===== src/rtl/rs485_pkg.sv =====
// Shared types and constants for the RS485 frame transmitter.
// Parity support in rs485_tx_frame is enabled by defining RS485_TX_PARITY_EN.
package rs485_pkg;

  localparam int DATA_BITS = 8;
  localparam int LAG_CNT_W = 4;

  // ST_PAR is only ever entered when RS485_TX_PARITY_EN is defined.
  typedef enum logic [2:0] {
    ST_IDLE  = 3'd0,
    ST_LEAD  = 3'd1,
    ST_START = 3'd2,
    ST_DATA  = 3'd3,
    ST_PAR   = 3'd4,
    ST_STOP  = 3'd5,
    ST_LAG   = 3'd6
  } rs485_tx_state_t;

  // Truncated number of sys_clk cycles per bit.
  function automatic int calc_cycle_bit(input int clk_fre_mhz, input int baud_rate);
    return (clk_fre_mhz * 1000000) / baud_rate;
  endfunction

  // Bits needed to hold values 0..n-1, never less than one.
  function automatic int cnt_width(input int n);
    return (n > 1) ? $clog2(n) : 1;
  endfunction

endpackage


===== src/rtl/rs485_bit_timer.sv =====
// Free-running bit-period down-counter; bit_tick_o marks the last cycle of
// each bit. restart_i realigns the period to the following cycle.
module rs485_bit_timer
  import rs485_pkg::*;
#(
  parameter int CYCLE_BIT = 1736
) (
  input  logic clk_i,
  input  logic rst_ni,
  input  logic restart_i,
  output logic bit_tick_o
);

  localparam int CNT_W = cnt_width(CYCLE_BIT);
  localparam logic [CNT_W-1:0] RELOAD = CNT_W'(CYCLE_BIT - 1);

  logic [CNT_W-1:0] cnt_q;
  logic [CNT_W-1:0] cnt_d;

  always_comb begin
    cnt_d = cnt_q - 1'b1;
    if (restart_i || (cnt_q == '0)) begin
      cnt_d = RELOAD;
    end
  end

  always_ff @(posedge clk_i or negedge rst_ni) begin
    if (!rst_ni) begin
      cnt_q <= RELOAD;
    end else begin
      cnt_q <= cnt_d;
    end
  end

  assign bit_tick_o = (cnt_q == '0);

endmodule


===== src/rtl/rs485_tx_frame.sv =====
// Half-duplex RS485 8N1 transmitter with driver-enable lead/lag sequencing.
// Define RS485_TX_PARITY_EN to append an even-parity bit (8E1 framing).
//
// Handshake: a byte transfers on a rising sys_clk edge where tx_data_valid
// and tx_data_ready are both 1; tx_data_ready is a flop, high only in IDLE
// and LAG, and tx_data is ignored whenever tx_data_ready is low.
module rs485_tx_frame
  import rs485_pkg::*;
#(
  parameter int CLK_FRE        = 200,
  parameter int BAUD_RATE      = 115200,
  parameter int DE_LEAD_CYCLES = 16,
  parameter int DE_LAG_BITS    = 1
) (
  input  logic                 sys_clk,
  input  logic                 rst_n,
  input  logic [DATA_BITS-1:0] tx_data,
  input  logic                 tx_data_valid,
  output logic                 tx_data_ready,
  output logic                 tx_busy,
  output logic                 rs485_tx,
  output logic                 rs485_de,
  output rs485_tx_state_t      dbg_state_o
);

  localparam int CYCLE_BIT = calc_cycle_bit(CLK_FRE, BAUD_RATE);
  localparam int LEAD_W    = cnt_width(DE_LEAD_CYCLES);
  localparam logic [LEAD_W-1:0] LEAD_RELOAD =
    LEAD_W'((DE_LEAD_CYCLES > 0) ? DE_LEAD_CYCLES - 1 : 0);
  localparam logic [LAG_CNT_W-1:0] LAG_RELOAD =
    LAG_CNT_W'((DE_LAG_BITS > 0) ? DE_LAG_BITS - 1 : 0);
  localparam logic [2:0] LAST_BIT = 3'(DATA_BITS - 1);

  rs485_tx_state_t        state_q, state_d;
  logic                   tx_q, tx_d;
  logic                   de_q, de_d;
  logic                   ready_q, ready_d;
  logic                   busy_q, busy_d;
  logic [DATA_BITS-1:0]   shift_q, shift_d;
  logic [2:0]             bit_cnt_q, bit_cnt_d;
  logic [LEAD_W-1:0]      lead_cnt_q, lead_cnt_d;
  logic [LAG_CNT_W-1:0]   lag_cnt_q, lag_cnt_d;
`ifdef RS485_TX_PARITY_EN
  logic                   par_q, par_d;
`endif

  logic xfer;
  logic restart;
  logic bit_tick;

  assign xfer = tx_data_valid && ready_q;

  rs485_bit_timer #(
    .CYCLE_BIT (CYCLE_BIT)
  ) u_bit_timer (
    .clk_i      (sys_clk),
    .rst_ni     (rst_n),
    .restart_i  (restart),
    .bit_tick_o (bit_tick)
  );

  always_comb begin
    state_d    = state_q;
    tx_d       = tx_q;
    de_d       = de_q;
    shift_d    = shift_q;
    bit_cnt_d  = bit_cnt_q;
    lead_cnt_d = lead_cnt_q;
    lag_cnt_d  = lag_cnt_q;
    restart    = 1'b0;
`ifdef RS485_TX_PARITY_EN
    par_d      = par_q;
`endif

    case (state_q)
      ST_IDLE: begin
        if (xfer) begin
          shift_d = tx_data;
`ifdef RS485_TX_PARITY_EN
          par_d   = ^tx_data;
`endif
          de_d    = 1'b1;
          if (DE_LEAD_CYCLES == 0) begin
            state_d = ST_START;
            tx_d    = 1'b0;
            restart = 1'b1;
          end else begin
            state_d    = ST_LEAD;
            lead_cnt_d = LEAD_RELOAD;
          end
        end
      end

      ST_LEAD: begin
        if (lead_cnt_q == '0) begin
          state_d = ST_START;
          tx_d    = 1'b0;
          restart = 1'b1;
        end else begin
          lead_cnt_d = lead_cnt_q - 1'b1;
        end
      end

      ST_START: begin
        if (bit_tick) begin
          state_d   = ST_DATA;
          tx_d      = shift_q[0];
          shift_d   = {1'b0, shift_q[DATA_BITS-1:1]};
          bit_cnt_d = '0;
        end
      end

      ST_DATA: begin
        if (bit_tick) begin
          if (bit_cnt_q == LAST_BIT) begin
`ifdef RS485_TX_PARITY_EN
            state_d = ST_PAR;
            tx_d    = par_q;
`else
            state_d = ST_STOP;
            tx_d    = 1'b1;
`endif
          end else begin
            tx_d      = shift_q[0];
            shift_d   = {1'b0, shift_q[DATA_BITS-1:1]};
            bit_cnt_d = bit_cnt_q + 1'b1;
          end
        end
      end

`ifdef RS485_TX_PARITY_EN
      ST_PAR: begin
        if (bit_tick) begin
          state_d = ST_STOP;
          tx_d    = 1'b1;
        end
      end
`endif

      ST_STOP: begin
        if (bit_tick) begin
          if (DE_LAG_BITS == 0) begin
            state_d = ST_IDLE;
            de_d    = 1'b0;
          end else begin
            state_d   = ST_LAG;
            lag_cnt_d = LAG_RELOAD;
          end
        end
      end

      // A byte offered during the lag starts immediately: DE is already up,
      // so no lead time is inserted.
      ST_LAG: begin
        if (xfer) begin
          shift_d = tx_data;
`ifdef RS485_TX_PARITY_EN
          par_d   = ^tx_data;
`endif
          state_d = ST_START;
          tx_d    = 1'b0;
          restart = 1'b1;
        end else if (bit_tick) begin
          if (lag_cnt_q == '0) begin
            state_d = ST_IDLE;
            de_d    = 1'b0;
          end else begin
            lag_cnt_d = lag_cnt_q - 1'b1;
          end
        end
      end

      default: begin
        state_d = ST_IDLE;
        tx_d    = 1'b1;
        de_d    = 1'b0;
      end
    endcase

    ready_d = (state_d == ST_IDLE) || (state_d == ST_LAG);
    busy_d  = (state_d != ST_IDLE);
  end

  always_ff @(posedge sys_clk or negedge rst_n) begin
    if (!rst_n) begin
      state_q    <= ST_IDLE;
      tx_q       <= 1'b1;
      de_q       <= 1'b0;
      ready_q    <= 1'b0;
      busy_q     <= 1'b0;
      shift_q    <= '0;
      bit_cnt_q  <= '0;
      lead_cnt_q <= '0;
      lag_cnt_q  <= '0;
`ifdef RS485_TX_PARITY_EN
      par_q      <= 1'b0;
`endif
    end else begin
      state_q    <= state_d;
      tx_q       <= tx_d;
      de_q       <= de_d;
      ready_q    <= ready_d;
      busy_q     <= busy_d;
      shift_q    <= shift_d;
      bit_cnt_q  <= bit_cnt_d;
      lead_cnt_q <= lead_cnt_d;
      lag_cnt_q  <= lag_cnt_d;
`ifdef RS485_TX_PARITY_EN
      par_q      <= par_d;
`endif
    end
  end

  assign tx_data_ready = ready_q;
  assign tx_busy       = busy_q;
  assign rs485_tx      = tx_q;
  assign rs485_de      = de_q;
  assign dbg_state_o   = state_q;

endmodule


===== config.mk =====
export PLATFORM = sky130hd
export DESIGN_NAME = rs485_tx_frame
export DESIGN_NICKNAME = d
export VERILOG_FILES = /design/src/rtl/rs485_pkg.sv /design/src/rtl/rs485_bit_timer.sv /design/src/rtl/rs485_tx_frame.sv
export SDC_FILE = /design/constraint.sdc
export NUM_CORES = 1
export LEC_CHECK = 0
export BUFFER_PORTS_ARGS = -buffer_cell sky130_fd_sc_hd__buf_2
export CAP_MARGIN = 40
export CORE_MARGIN = 2
export CORE_UTILIZATION = 35
export DETAILED_ROUTE_END_ITERATION = 6
export PLACE_DENSITY_LB_ADDON = 0.1
export SLEW_MARGIN = 15
export SYNTH_ARGS = -nofsm -noshare
export SYNTH_HDL_FRONTEND = slang
export SYNTH_HIERARCHICAL = 1
export SYNTH_SLANG_ARGS = --single-unit

===== constraint.sdc =====
create_clock -name sys_clk -period 4.2 [get_ports sys_clk]
set_clock_uncertainty 0.15 [all_clocks]
set_input_delay 0.21 -clock sys_clk [delete_from_list [all_inputs] [get_ports sys_clk]]
set_output_delay 0.21 -clock sys_clk [all_outputs]
set_load 0.02 [all_outputs]

=== Word-level counts from Yosys, hierarchy flattened ===
Cells that the tools add are included.

* Register bits after elaboration: 37
* Latch bits: 0
* RAM bits: 0
* Memory bits (read-only): 0
* Input bits: 11
* Output and inout bits: 7
* Logic and storage cells: 100
* Memories kept: 0

* Add/subtract/negate cells: 4
* $mul: 0
* Divide/modulo/power cells: 0
* Magnitude comparators: 0
* Eq/ne operators: 20
* Shift-type cells: 0
* Multiplexer cells: 42
* Bitwise operators: 2
* Reduce and logical (&&, ||, !) cells: 22

{| class="wikitable"
|+ Operators with widths
! operator !! count
|-
| $mux W3 || 12
|-
| $mux W8 || 4
|-
| $mux W4 || 6
|-
| $ne A2 B2 Y1 const B || 12
|-
| $pmux W8 S3 || 1
|-
| $reduce_and A5 Y1 || 4
|-
| $pmux W3 S6 || 1
|-
| $pmux W4 S2 || 2
|-
| $eq A3 B3 Y1 const B || 4
|-
| $logic_not A11 Y1 || 1
|-
| $mux W1 || 11
|-
| $mux W11 || 1
|-
| $sub A11 B1 Y11 const B || 1
|-
| $logic_not A4 Y1 || 2
|-
| $sub A4 B1 Y4 const B || 2
|-
| $eq A3 B2 Y1 const B || 2
|-
| $logic_not A3 Y1 || 2
|-
| $pmux W3 S2 || 1
|-
| $reduce_bool A2 Y1 || 3
|-
| $reduce_bool A3 Y1 || 2
|-
| $pmux W1 S5 || 1
|-
| $reduce_and A4 Y1 || 1
|-
| $reduce_or A2 Y1 || 2
|-
| $reduce_or A4 Y1 || 1
|-
| 9 further kinds || 11
|}

=== Logic depth before layout (Yosys ltp) ===
* Depth after elaboration: 7
* Depth in mapped cells: 10
* Depth with buffers taken out: 8

=== Cells and area by module ===
The synthesis kept the hierarchy.

{| class="wikitable"
|+ Modules (own cells, without submodules)
! module !! instances !! cells each !! area an instance (µm²) !! sequential area each (µm²)
|-
| rs485_tx_frame || 1 || 147 || 1,572.8 || 651.9
|-
| rs485_bit_timer || 1 || 54 || 578.1 || 284.0
|}

=== Worst setup path after synthesis ===
Ideal clock, no wire load.

* Path type: register to register
* Start: register u_bit_timer.cnt_q[3]
* End: register shift_q[0]
* Setup time: 0.125 ns
* Data arrival time: 2.771 ns
* Required time: 3.925 ns
* Slack: 1.154 ns
* Stages on the path, launching flop included: 9
* Path buffers: 2
* Period minus slack after synthesis: 3.046 ns
* Cells stage by stage: dfrtp_1 > or4_4 > buf_6 > nor4_1 > and2_1 > o21bai_1 > a211o_1 > buf_6 > mux2_4

* Cells in the longest elaborated chain, start to end: 3
* Elaborated cells on any way between the ends: 4
* Classes of those cells: eq/ne (2); reduce/logical (2)

{| class="wikitable"
|+ Ends and longest elaborated chain
! what !! line !! source
|-
| start, declared || rs485_bit_timer.sv:17 || <nowiki>logic [CNT_W-1:0] cnt_q;</nowiki>
|-
| start signal, assigned || rs485_bit_timer.sv:31 || <nowiki>cnt_q <= cnt_d;</nowiki>
|-
| $logic_not A11 Y1 (*) || rs485_bit_timer.sv:35 || <nowiki>assign bit_tick_o = (cnt_q == '0);</nowiki>
|-
| named net bit_tick || rs485_tx_frame.sv:49 || <nowiki>logic bit_tick;</nowiki>
|-
| $ne A2 B2 Y1 (no line) || -- ||
|-
| $reduce_and A5 Y1 (no line) (*) || -- ||
|-
| end signal, assigned || rs485_tx_frame.sv:204 || <nowiki>shift_q <= shift_d;</nowiki>
|-
| end, declared || rs485_tx_frame.sv:39 || <nowiki>logic [DATA_BITS-1:0] shift_q, shift_d;</nowiki>
|}

Mark *: on every way through the listed nets, which the timed path passes. The rest lies on a longest branch.
A chain may end at the register's enable or synchronous reset.

=== Worst setup path in the final report ===
* Start: register u_bit_timer.cnt_q[3]
* End: register shift_q[5]

The elaborated chain is that of the path after synthesis.

==> results.yml <==
status:
  status: "finished, final reports clean"
logic_synthesis:
  ys.warnings.count: 6
  ys_ff_latch: 37
  ys_top_cells_by_count: "29 x dfrtp_1, 16 x nand2_1, 11 x o21ai_0, 9 x inv_1"
  most_repeated_cell_in_the_gate_level_netlist_after_synthesis: "dfrtp_1"
  post_synth_main_area_contributors: "dfrtp_1 34%, dfstp_2 9.8%, mux2_4 4.9%"
  synthesis.area_um2: 2151
  yosysTopAreaCellShare_pct: 33.74
  yosysTopAreaCell: "dfrtp_1"
  edff_count_synth: 0
  syn_nets: 218
  netlist-cell-type-count: 64
  synth_async_sr_flop_share_pct: 100.0
  postSynth.topFlopCell: "dfrtp_1"
  post_synth.cell_area_avg_um2: 10.70
  share_of_the_yosys_chip_area_belonging_to_registers_pct: 43.51
  synth_cells: 201
sta:
  final.setup.worst_slack_ns: 1.318
  final_min_period_over_clock_period_pct: 68.61
  timing.fmax_mhz: 347.0
  final-setup-viol-count: 0
  fin_crit_ns: 2.882
  timing.hold.ws_ns: 0.01217
  timing_hold_violations_final: 0
  setup_tns_after_final_layout_ns: 0
  grt_setup_unrepaired: "false"
  max_transition_viols_final: 0
  slew_headroom_pct: 60.50
  worst_pin_slew_ns: 0.5924
cells_and_area:
  share_of_post_route_cells_with_drive_strength_above_1_pct: 27.40
  nNetsFinal: 235
  antenna_cells: 0
  area_delta_synth_final_pct: 12.80
  fillers: 574
  total_non_filler_cell_area_in_the_finished_layout_um2: 2426
critical_path:
  reg2reg_to: "shift_q[5]$_DFFE_PN0P_"
  critPathRequiredTime_ns: 4.23
  crit_path_class: "register to register"
  r2r_cells: 7
  timing.critical_path.fanout_max: 10
  crit_path_cell_trace: "or4_4, nor4_1, buf_4, and2_1, o21bai_1, a211o_1, mux2_4"
  worst_setup_path_end_kind: "register"
  timing.critical_path.from_type: "register"
  crit-reg2reg-launch: "u_bit_timer/cnt_q[3]$_DFF_PN0_"
  crit_path_top_delay_cell: "or4_4"
  regToRegSetupSlack_ns: 1.32
  critical_path_startpoint: "u_bit_timer/cnt_q[3]$_DFF_PN0_"
  crit_arrival_ns: 2.91
  cpPeakStageDelay_ns: 0.58
floorplanning:
  die_extent_in_y_um: 82.39
  initial_utilization_pct: 36.33
  die_width_um: 82.39
  total_number_of_placement_rows: 28
  die_area_um2: 6788
  io-pin-count: 18
  floorplan.core_area_um2: 5921
clock_tree:
  cts.reportedPaths.clkPinSlew_ns: 0.08
  cts_repair_resize_count: 0
  max-clock-path-buffers: 2
  tritoncts_clock_tree: "yes"
  cts_root_buffer: "clkbuf_8"
  clock_buffers_created_by_tritoncts: 5
  cts.htree.levels: 2
  clk-insertion-delay-late_ns: 0.29
  cts.sinks: 37
  post-cts-setup-buffers: 0
  holdBufCountCts: 1
placed_design:
  place.port_buffers: 17
  gp_congestion: 0.8038
  pre_cts_ws_ns: 1.312
  place_area_um2: 2276
  detailed_place_hpwl_um: 3048
routing:
  number_of_remaining_drc_errors: 0
  avgViaCountPerCell: 5.228
  avgRoutedWirePerCell_um: 15.21
  wl_um: 4473
  drt_pre_antenna_iters: 4
  drt_iter0_drc: 60
  route.vias.total: 1537
  postRouteAntennaNets: 0
grt:
  antenna_found_initial: 0
  first_global_vias: 1624
  grt_max_degree: 38
  grt_util_overall_pct: 15.02
  first_pass_grt_wire_length_um: 7659
  gr-total-overflow: 0
power_and_ir_drop:
  clock_power_share_pct: 21.5
  cellInternalPower_w: 0.0009655
  comb_power_share_pct: 36.9
  power.density_cell_area_nw_per_um2: 626.4
  net-switching-power_w: 0.0005542
  switching_share_pct: 36.47
  ir_worst_vdd_mv: 0.2221
  power_frac_seq_pct: 41.6
  power.static_leakage_nw: 1.120
min_path:
  hold-path-endpoint: "shift_q[7]$_DFFE_PN0P_"
  worstHoldStart: "tx_data[7]"
  min-delay-path-class: "input port to register"
  worstHoldPathCells: 3
flow_run:
  cap_viol_max_count: 0
==> registers in the layout (all words and copies together), names as in the netlist <==
| name | count |
|---|---|
| bit_cnt_q | 3 |
| dbg_state_o | 3 |
| lag_cnt_q | 4 |
| lead_cnt_q | 4 |
| rs485_de | 1 |
| rs485_tx | 1 |
| shift_q | 8 |
| tx_busy | 1 |
| tx_data_ready | 1 |
| u_bit_timer/cnt_q | 11 |
==> per-stage QoR <==
stage          total power (W)  util [%]  std cells
6_report              0.001520     40.98        294
5_1_grt               0.001640     40.98        294
4_1_cts               0.001532     40.64        293
3_5_place_dp          0.001197     38.44        284
3_3_place_gp          0.001173     38.44        284
2_1_floorplan         0.001075         -        201
==> cells by family after synthesis <==
| kind of cell | Yosys count | share of synthesized area (%) |
|---|---|---|
| XOR/XNOR | 2 | 0.8146 |
| flip-flops | 37 | 43.51 |
| multiplexers | 19 | 10.99 |
| adder cells (fa/ha/maj) | 6 | 3.490 |
| AO/OA/AOI/OAI | 45 | 15.36 |
| AND/OR/NAND/NOR | 73 | 21.41 |
| buffers and inverters | 19 | 4.421 |
==> power groups by stage <==
stage	Sequential, W	Clock (W)	Combinational [W]
after global placement	0.000627	0	0.000546
after global routing	0.000652	0.000352	0.000636
final	0.000632	0.000327	0.000560
after detailed placement	0.000633	0	0.000565
after floorplan	0.000612	0	0.000463
after CTS	0.000631	0.000338	0.000563
==> worst max-delay path: cells and delay by family, from the launching register on <==
kind,cells,cell delay (ns)
buffers and inverters,1,0.21
AO/OA/AOI/OAI,2,0.57
multiplexers,1,0.34
flip-flops,1,0.44
AND/OR/NAND/NOR,3,1.06
==> area by class of cell <==
cell class                 count  area, um2  area share [%]
multi-input combinational    145       1120           46.16
tap                           75      93.84           3.868
clock buffer                   6      82.58           3.404
clock inverter                 2      37.54           1.547
inverter                       9      33.78           1.392
sequential                    37      935.9           38.58
timing repair buffer          20      122.6           5.054
==> worst max path at each step <==
stage                                   endpoint  slack (ns)  depth (start not counted)
after global placement    shift_q[2]$_DFFE_PN0P_        1.37                          7
after detailed placement  shift_q[5]$_DFFE_PN0P_        1.31                          7
after CTS                 shift_q[5]$_DFFE_PN0P_        1.30                          7
after floorplan           shift_q[0]$_DFFE_PN0P_        1.15                          8
after global routing      shift_q[3]$_DFFE_PN0P_        1.13                          7
final                     shift_q[5]$_DFFE_PN0P_        1.32                          7
==> layout by cell type, fill, tap and decap left out, types with 6 or more instances in the layout <==
master / instances
buf_2: 17
nor2_1: 7
inv_1: 9
dfstp_2: 8
clkbuf_8: 6
ha_1: 6
nand3_1: 8
mux2_4: 7
dfrtp_1: 29
nand2_1: 16
o21ai_0: 11
==> routing by layer <==
layer	vias to the layer above	part of all wire [%]	track usage, %
met5	-	0	0
met3	5	3.0	3.478
met2	19	46	23.79
met4	0	1.3	6.333
li1	769	-	-
met1	744	50	19.66
(Power assumes the default switching activity.)
